==> src/rtl/order_tx_arbiter.sv <==
// Shares the serial order link between the user interface and the CPU:
// one-entry request slots, round-robin grant, MSB-first serializer with gap.
module order_tx_arbiter #(
  parameter int unsigned DATA_W  = 32,
  parameter int unsigned BIT_DIV = 4,
  parameter int unsigned GAP     = 8
) (
  input  logic              clk,
  input  logic              CPU_RESETN,
  input  logic              usr_req,
  input  logic [DATA_W-1:0] usr_order,
  output logic              usr_full,
  input  logic              cpu_req,
  input  logic [DATA_W-1:0] cpu_order,
  output logic              cpu_full,
  output logic              tx_busy,
  output logic              dataPingOut,
  output logic              comEnOut,
  output logic              sent_pulse,
  output logic              sent_src,
  output logic [7:0]        drop_cnt
);

  localparam int unsigned DIV_W = (BIT_DIV > 1) ? $clog2(BIT_DIV) : 1;
  localparam int unsigned BIT_W = (DATA_W > 1) ? $clog2(DATA_W) : 1;
  localparam int unsigned GAP_W = (GAP > 1) ? $clog2(GAP) : 1;
  localparam int unsigned CNT_W = 8;
  localparam int unsigned SUM_W = CNT_W + 1;

  typedef enum logic [1:0] {ST_IDLE, ST_LOAD, ST_SHIFT, ST_GAP} state_t;

  state_t              state_q, state_d;
  logic                usr_full_q, usr_full_d;
  logic                cpu_full_q, cpu_full_d;
  logic [DATA_W-1:0]   usr_slot_q, usr_slot_d;
  logic [DATA_W-1:0]   cpu_slot_q, cpu_slot_d;
  logic [DATA_W-1:0]   shift_q, shift_d;
  logic                last_cpu_q, last_cpu_d;
  logic                src_q, src_d;
  logic                sent_src_q, sent_src_d;
  logic                sent_pulse_q, sent_pulse_d;
  logic                com_en_q, com_en_d;
  logic                data_q, data_d;
  logic                busy_q, busy_d;
  logic [CNT_W-1:0]    drop_cnt_q, drop_cnt_d;
  logic [DIV_W-1:0]    div_cnt_q, div_cnt_d;
  logic [BIT_W-1:0]    bit_cnt_q, bit_cnt_d;
  logic [GAP_W-1:0]    gap_cnt_q, gap_cnt_d;

  logic                grant_usr, grant_cpu;
  logic                usr_drop, cpu_drop;
  logic [1:0]          drop_inc;
  logic [SUM_W-1:0]    drop_sum;

  // Arbitration, slot capture, serializer FSM and drop accounting
  always_comb begin
    state_d      = state_q;
    usr_full_d   = usr_full_q;
    cpu_full_d   = cpu_full_q;
    usr_slot_d   = usr_slot_q;
    cpu_slot_d   = cpu_slot_q;
    shift_d      = shift_q;
    last_cpu_d   = last_cpu_q;
    src_d        = src_q;
    sent_src_d   = sent_src_q;
    sent_pulse_d = 1'b0;
    com_en_d     = com_en_q;
    data_d       = data_q;
    div_cnt_d    = div_cnt_q;
    bit_cnt_d    = bit_cnt_q;
    gap_cnt_d    = gap_cnt_q;

    // On a tie the requester that was not granted last wins
    grant_usr = (state_q == ST_IDLE) && usr_full_q && (!cpu_full_q || last_cpu_q);
    grant_cpu = (state_q == ST_IDLE) && cpu_full_q && !grant_usr;

    unique case (state_q)
      ST_IDLE: begin
        if (grant_usr || grant_cpu) begin
          state_d    = ST_LOAD;
          shift_d    = grant_usr ? usr_slot_q : cpu_slot_q;
          last_cpu_d = grant_cpu;
          src_d      = grant_cpu;
          div_cnt_d  = '0;
          bit_cnt_d  = '0;
        end
      end
      ST_LOAD: begin
        state_d  = ST_SHIFT;
        com_en_d = 1'b1;
        data_d   = shift_q[DATA_W-1];
        shift_d  = {shift_q[DATA_W-2:0], 1'b0};
      end
      ST_SHIFT: begin
        if (div_cnt_q == DIV_W'(BIT_DIV - 1)) begin
          div_cnt_d = '0;
          if (bit_cnt_q == BIT_W'(DATA_W - 1)) begin
            state_d      = ST_GAP;
            com_en_d     = 1'b0;
            data_d       = 1'b0;
            sent_pulse_d = 1'b1;
            sent_src_d   = src_q;
            gap_cnt_d    = '0;
          end else begin
            bit_cnt_d = bit_cnt_q + BIT_W'(1);
            data_d    = shift_q[DATA_W-1];
            shift_d   = {shift_q[DATA_W-2:0], 1'b0};
          end
        end else begin
          div_cnt_d = div_cnt_q + DIV_W'(1);
        end
      end
      ST_GAP: begin
        if (gap_cnt_q == GAP_W'(GAP - 1)) begin
          state_d = ST_IDLE;
        end else begin
          gap_cnt_d = gap_cnt_q + GAP_W'(1);
        end
      end
      default: state_d = ST_IDLE;
    endcase

    // A write landing on the grant edge refills the slot being emptied
    if (grant_usr) usr_full_d = 1'b0;
    if (grant_cpu) cpu_full_d = 1'b0;
    usr_drop = usr_req && usr_full_q && !grant_usr;
    cpu_drop = cpu_req && cpu_full_q && !grant_cpu;
    if (usr_req && !usr_drop) begin
      usr_full_d = 1'b1;
      usr_slot_d = usr_order;
    end
    if (cpu_req && !cpu_drop) begin
      cpu_full_d = 1'b1;
      cpu_slot_d = cpu_order;
    end

    drop_inc = 2'(usr_drop) + 2'(cpu_drop);
    drop_sum = {1'b0, drop_cnt_q} + SUM_W'(drop_inc);
    if (drop_sum > SUM_W'(255)) begin
      drop_cnt_d = 8'hFF;
    end else begin
      drop_cnt_d = drop_sum[CNT_W-1:0];
    end

    busy_d = (state_d != ST_IDLE);
  end

  always_ff @(posedge clk) begin
    if (!CPU_RESETN) begin
      state_q      <= ST_IDLE;
      usr_full_q   <= 1'b0;
      cpu_full_q   <= 1'b0;
      usr_slot_q   <= '0;
      cpu_slot_q   <= '0;
      shift_q      <= '0;
      last_cpu_q   <= 1'b1;
      src_q        <= 1'b0;
      sent_src_q   <= 1'b0;
      sent_pulse_q <= 1'b0;
      com_en_q     <= 1'b0;
      data_q       <= 1'b0;
      busy_q       <= 1'b0;
      drop_cnt_q   <= '0;
      div_cnt_q    <= '0;
      bit_cnt_q    <= '0;
      gap_cnt_q    <= '0;
    end else begin
      state_q      <= state_d;
      usr_full_q   <= usr_full_d;
      cpu_full_q   <= cpu_full_d;
      usr_slot_q   <= usr_slot_d;
      cpu_slot_q   <= cpu_slot_d;
      shift_q      <= shift_d;
      last_cpu_q   <= last_cpu_d;
      src_q        <= src_d;
      sent_src_q   <= sent_src_d;
      sent_pulse_q <= sent_pulse_d;
      com_en_q     <= com_en_d;
      data_q       <= data_d;
      busy_q       <= busy_d;
      drop_cnt_q   <= drop_cnt_d;
      div_cnt_q    <= div_cnt_d;
      bit_cnt_q    <= bit_cnt_d;
      gap_cnt_q    <= gap_cnt_d;
    end
  end

  assign usr_full    = usr_full_q;
  assign cpu_full    = cpu_full_q;
  assign tx_busy     = busy_q;
  assign dataPingOut = data_q;
  assign comEnOut    = com_en_q;
  assign sent_pulse  = sent_pulse_q;
  assign sent_src    = sent_src_q;
  assign drop_cnt    = drop_cnt_q;

endmodule

==> config.mk <==
export PLATFORM = sky130hd
export DESIGN_NAME = order_tx_arbiter
export DESIGN_NICKNAME = d
export VERILOG_FILES = /design/src/rtl/order_tx_arbiter.sv
export SDC_FILE = /design/constraint.sdc
export NUM_CORES = 1
export LEC_CHECK = 0
export CAP_MARGIN = 20
export CELL_PAD_IN_SITES_DETAIL_PLACEMENT = 2
export CELL_PAD_IN_SITES_GLOBAL_PLACEMENT = 2
export CORE_MARGIN = 4
export CORE_UTILIZATION = 35
export CTS_BUF_LIST = sky130_fd_sc_hd__clkbuf_4
export CTS_CLUSTER_SIZE = 30
export DETAILED_ROUTE_END_ITERATION = 7
export PLACE_DENSITY = 0.92
export SLEW_MARGIN = 20
export SYNTH_ARGS = -nofsm -noshare
export SYNTH_HDL_FRONTEND = slang
export SYNTH_SLANG_ARGS = --single-unit
==> constraint.sdc <==
create_clock -name clk -period 2.85 [get_ports clk]
set_input_delay 0.4275 -clock clk [delete_from_list [all_inputs] [get_ports clk]]
set_output_delay 0.4275 -clock clk [all_outputs]
set_load 0.02 [all_outputs]
==> flow_summary_export.csv <==
group,metric,value,unit
synthesis,synth_largest_type_area_fraction,39.9,%
sta,drv_slew,0,
clocking,postCtsHoldBufs,0,
min_path,worstHoldPathCells,3,
synthesis,synth.top_cells.by_area,"sky130_fd_sc_hd__dfxtp_1 (40%), sky130_fd_sc_hd__o41ai_2 (7.5%), sky130_fd_sc_hd__mux2_4 (6.9%), sky130_fd_sc_hd__nand2_1 (6.6%), sky130_fd_sc_hd__mux2i_1 (5.9%)",
grt,gr-usage-all-layers,21.9,%
synthesis,synthMuxAreaShare,13.2,%
critical_path,worst_path_largest_cell_delay,0.50,ns
critical_path,crit_chain,"ha_1, and3_1, ha_1, nand2b_1, a21o_2, buf_4, o211ai_1, o41ai_2",
synthesis,synth-main-ff-cell,"sky130_fd_sc_hd__dfxtp_1",
sta,worst_clock_skew,0.0250,ns
pwr,power.density,944,nW/um^2
synthesis,synth_sequential_area_ratio,39.9,%
placement,placement.io_buffers,82,
synthesis,synthAdderAreaFrac,2.51,%
synthesis,synth_enable_flop_cells,0,
critical_path,critical-path-slowest-cell,"sky130_fd_sc_hd__buf_4",
grt,wire_length_of_the_first_global_routing_pass,34200,um
synthesis,count_of_synthesis_stage_warnings_from_yosys,0,
clocking,clock_latency,0.59,ns
synthesis,post_synth_xor_area_fraction,0.559,%
flow_run,maxCapViolCount,0,
critical_path,cp.buffers_inverters,1,
clocking,clockRootBuffer,"sky130_fd_sc_hd__clkbuf_4",
synthesis,synth_nets,782,
drt,post_drt_wl_per_cell,21.5,um
min_path,hold_class,"in2reg",
sta,fmax,0.375,GHz
drt,drcViolationCount,0,
grt,number_of_global_route_vias_before_repair,5993,
final_layout,fraction_of_final_layout_cells_with_drive_strength_greater_than_1,14.6,%
critical_path,crit_type,"reg2reg",
floorplan,die_h,142,um
critical_path,cp_data_arrival_time,3.12,ns
clocking,postCtsResizedCells,0,
final_layout,syn2layout_area_growth,19.8,%
sta,setup_viol,0,
synthesis,yosys-top-cells-count,"sky130_fd_sc_hd__dfxtp_1 (125), sky130_fd_sc_hd__nand2_1 (110), sky130_fd_sc_hd__nor2_1 (83)",
synthesis,syn-cell-area,6270,sq um
synthesis,synthesis.area_per_instance,8.93,sq um
placement,placed_cells_incl_taps,958,
critical_path,r2r_cells,8,
synthesis,synth_cell_type_count,47,
synthesis,yosys.area_share.simple,20.1,%
clocking,cts.sink_count,125,
synthesis,most_used_standard_cell_by_instance_count_after_synthesis,"sky130_fd_sc_hd__dfxtp_1",
synthesis,asyncSetResetFlopFracSynth,0,%
sta,final.hold.worst_slack,0.361,ns
floorplan,dieArea,20100,sq um
outcome,outcome,"finished, final reports clean",
critical_path,critical-path-top-delay-family,"compound AO/OA/AOI/OAI gates",
floorplan,core_area,17400,sq um
critical_path,worstSetupEndpointType,"flop",
drt,via_per_inst,5.43,
final_layout,fillers,1870,
critical_path,cp_num_cells,8,
sta,min_period_over_period,93.7,%
grt,antenna_found_initial,1,
floorplan,pin_count,83,
critical_path,critPathLaunchType,"flop",
pwr,worst_ir_drop_vdd,0.000420,V
pwr,report.power.total,7.09,mW
floorplan,starting_utilization_of_the_core_area,36.0,%
critical_path,crit_top_cell,"sky130_fd_sc_hd__ha_1",
clocking,cts_tree,"yes",
sta,finalHoldViolations,0,
drt,drt_wl_total,21300,um
drt,number_of_vias_in_the_routed_layout,5378,
clocking,clk_pin_slew_worst_paths,0.12,ns
final_layout,layout.nets,832,
drt,ant_nets,0,
min_path,hp-start,"CPU_RESETN",
critical_path,startpoint,"bit_cnt_q[0]",
synthesis,post_synth_inst_count,702,
drt,detail_route.first_pass.iterations,4,
grt,globalRoute.totalOverflow,0,
sta,rsz0062_at_grt,"false",
grt,grt_max_degree,76,
sta,post-route-min-period,2.67,ns
final_layout,instances_no_fill,991,
synthesis,synth_top_family_by_area,"simple AND/OR/NAND/NOR gates",
floorplan,chipWidth,142,um
pwr,total_leakage_power,3.01,nW
sta,slew_headroom,29.9,%
clocking,clock_tree.buffer_depth,2,
floorplan,num_rows,48,
critical_path,timing.critical_path.fanout_max,33,
clocking,cts_max_level,4,
drt,initialDrtViolationCount,282,
clocking,postCtsSetupRepairBufs,0,
sta,totalNegativeSetupSlack,0,ns
synthesis,synth_largest_area_cell,"sky130_fd_sc_hd__dfxtp_1",
sta,worstMarginPinSlew,1.05,ns
clocking,cts_made_buffers,17,
placement,dp_hpwl,12900,um
critical_path,required,3.30,ns
placement,place_congestion,0.752,
critical_path,worstReg2RegStart,"bit_cnt_q[0]",
synthesis,ys_seq_elements,125,
synthesis,synth-compound-area-share,18.6,%
placed cells by master, fill, tap and decap left out, types with 3 or more instances in the layout:
cell / count
sky130_fd_sc_hd__clkinv_2: 4
sky130_fd_sc_hd__nand2b_1: 3
sky130_fd_sc_hd__and3_1: 3
sky130_fd_sc_hd__and2_1: 3
sky130_fd_sc_hd__nand3_1: 37
sky130_fd_sc_hd__nor2b_1: 35
sky130_fd_sc_hd__nand2_1: 110
sky130_fd_sc_hd__inv_1: 9
sky130_fd_sc_hd__ha_1: 10
sky130_fd_sc_hd__xnor2_1: 4
sky130_fd_sc_hd__o41ai_2: 29
sky130_fd_sc_hd__clkbuf_4: 23
sky130_fd_sc_hd__buf_12: 3
sky130_fd_sc_hd__o21ai_1: 21
sky130_fd_sc_hd__a21oi_1: 11
sky130_fd_sc_hd__buf_4: 9
sky130_fd_sc_hd__o21ai_0: 20
sky130_fd_sc_hd__mux2_4: 29
sky130_fd_sc_hd__nor2_1: 83
sky130_fd_sc_hd__clkdlybuf4s50_1: 81
sky130_fd_sc_hd__o211ai_1: 34
sky130_fd_sc_hd__dfxtp_1: 123
sky130_fd_sc_hd__mux2i_1: 37
worst paths after layout:
path                         to  slack (ns)
setup / recovery    shift_q[23]        0.18
hold / removal    usr_slot_q[3]        0.36
setup reg to reg    shift_q[23]        0.18
hold reg to reg   usr_slot_q[4]        0.47
cell families (layout without fill, tap and decap cells):
family,Yosys count,after routing
AOI/OAI and AO/OA,138,138
xor gates and xnor gates,4,4
adders and majority gates,12,12
buffers and inverters,71,134
DFF,125,125
muxes,68,68
other,0,1
and+or+nand+nor,284,284
through the flow:
step | cell area [sq um] | setup slack (ns) | util, %
final | 7510 | 0.180 | 43.1
after detailed placement | 7240 | 0.252 | 41.5
after floorplan | 6270 | 0.560 | -
after global placement | 7240 | 0.508 | 41.5
after global routing | 7510 | 0.0530 | 43.1
after CTS | 7500 | 0.174 | 43.1
state kept, by name, indices dropped and copies added, names as in the netlist:
| signal | count |
|---|---|
| dataPingOut | 1 |
| bit_cnt_q | 5 |
| src_q | 1 |
| sent_pulse | 1 |
| shift_q | 32 |
| div_cnt_q | 2 |
| drop_cnt | 8 |
| usr_full | 1 |
| last_cpu_q | 1 |
| cpu_slot_q | 32 |
| cpu_full | 1 |
| sent_src | 1 |
| tx_busy | 1 |
| gap_cnt_q | 3 |
| usr_slot_q | 32 |
| state_q | 2 |
| comEnOut | 1 |
report_power, final:
part / internal (mW) / switching (mW) / leakage [nW]
sequential: 2.10 / 0.263 / 1.03
clock: 0.567 / 0.691 / 0.153
combinational: 1.47 / 2.01 / 1.83
layer usage:
metal  track usage (%)  routed length [um]  up-vias
met4              7.78                 508        0
met2              38.9               11200      116
met3              4.79                 705       44
met1              25.8                8980     2674
met5                 0                   0        -
li1                  -                   -     2544
tightest hold or removal path, delay by kind of cell:
kind | cells | cell delay (ns)
buf+inv | 1 | 0.28
mux | 1 | 0.06
simple gates | 1 | 0.13
cell type report:
| type | instances | area, sq um | share of cell area (%) |
|---|---|---|---|
| Timing Repair Buffer | 93 | 938 | 12.5 |
| Antenna cell | 1 | 2.50 | 0.0333 |
| Tap cell | 225 | 282 | 3.75 |
| Clock buffer | 23 | 173 | 2.30 |
| Multi-Input combinational cell | 506 | 3490 | 46.4 |
| Clock inverter | 9 | 95.1 | 1.27 |
| Inverter | 9 | 33.8 | 0.450 |
| Sequential cell | 125 | 2500 | 33.3 |
No activity file was read; power rests on OpenSTA's default activity.
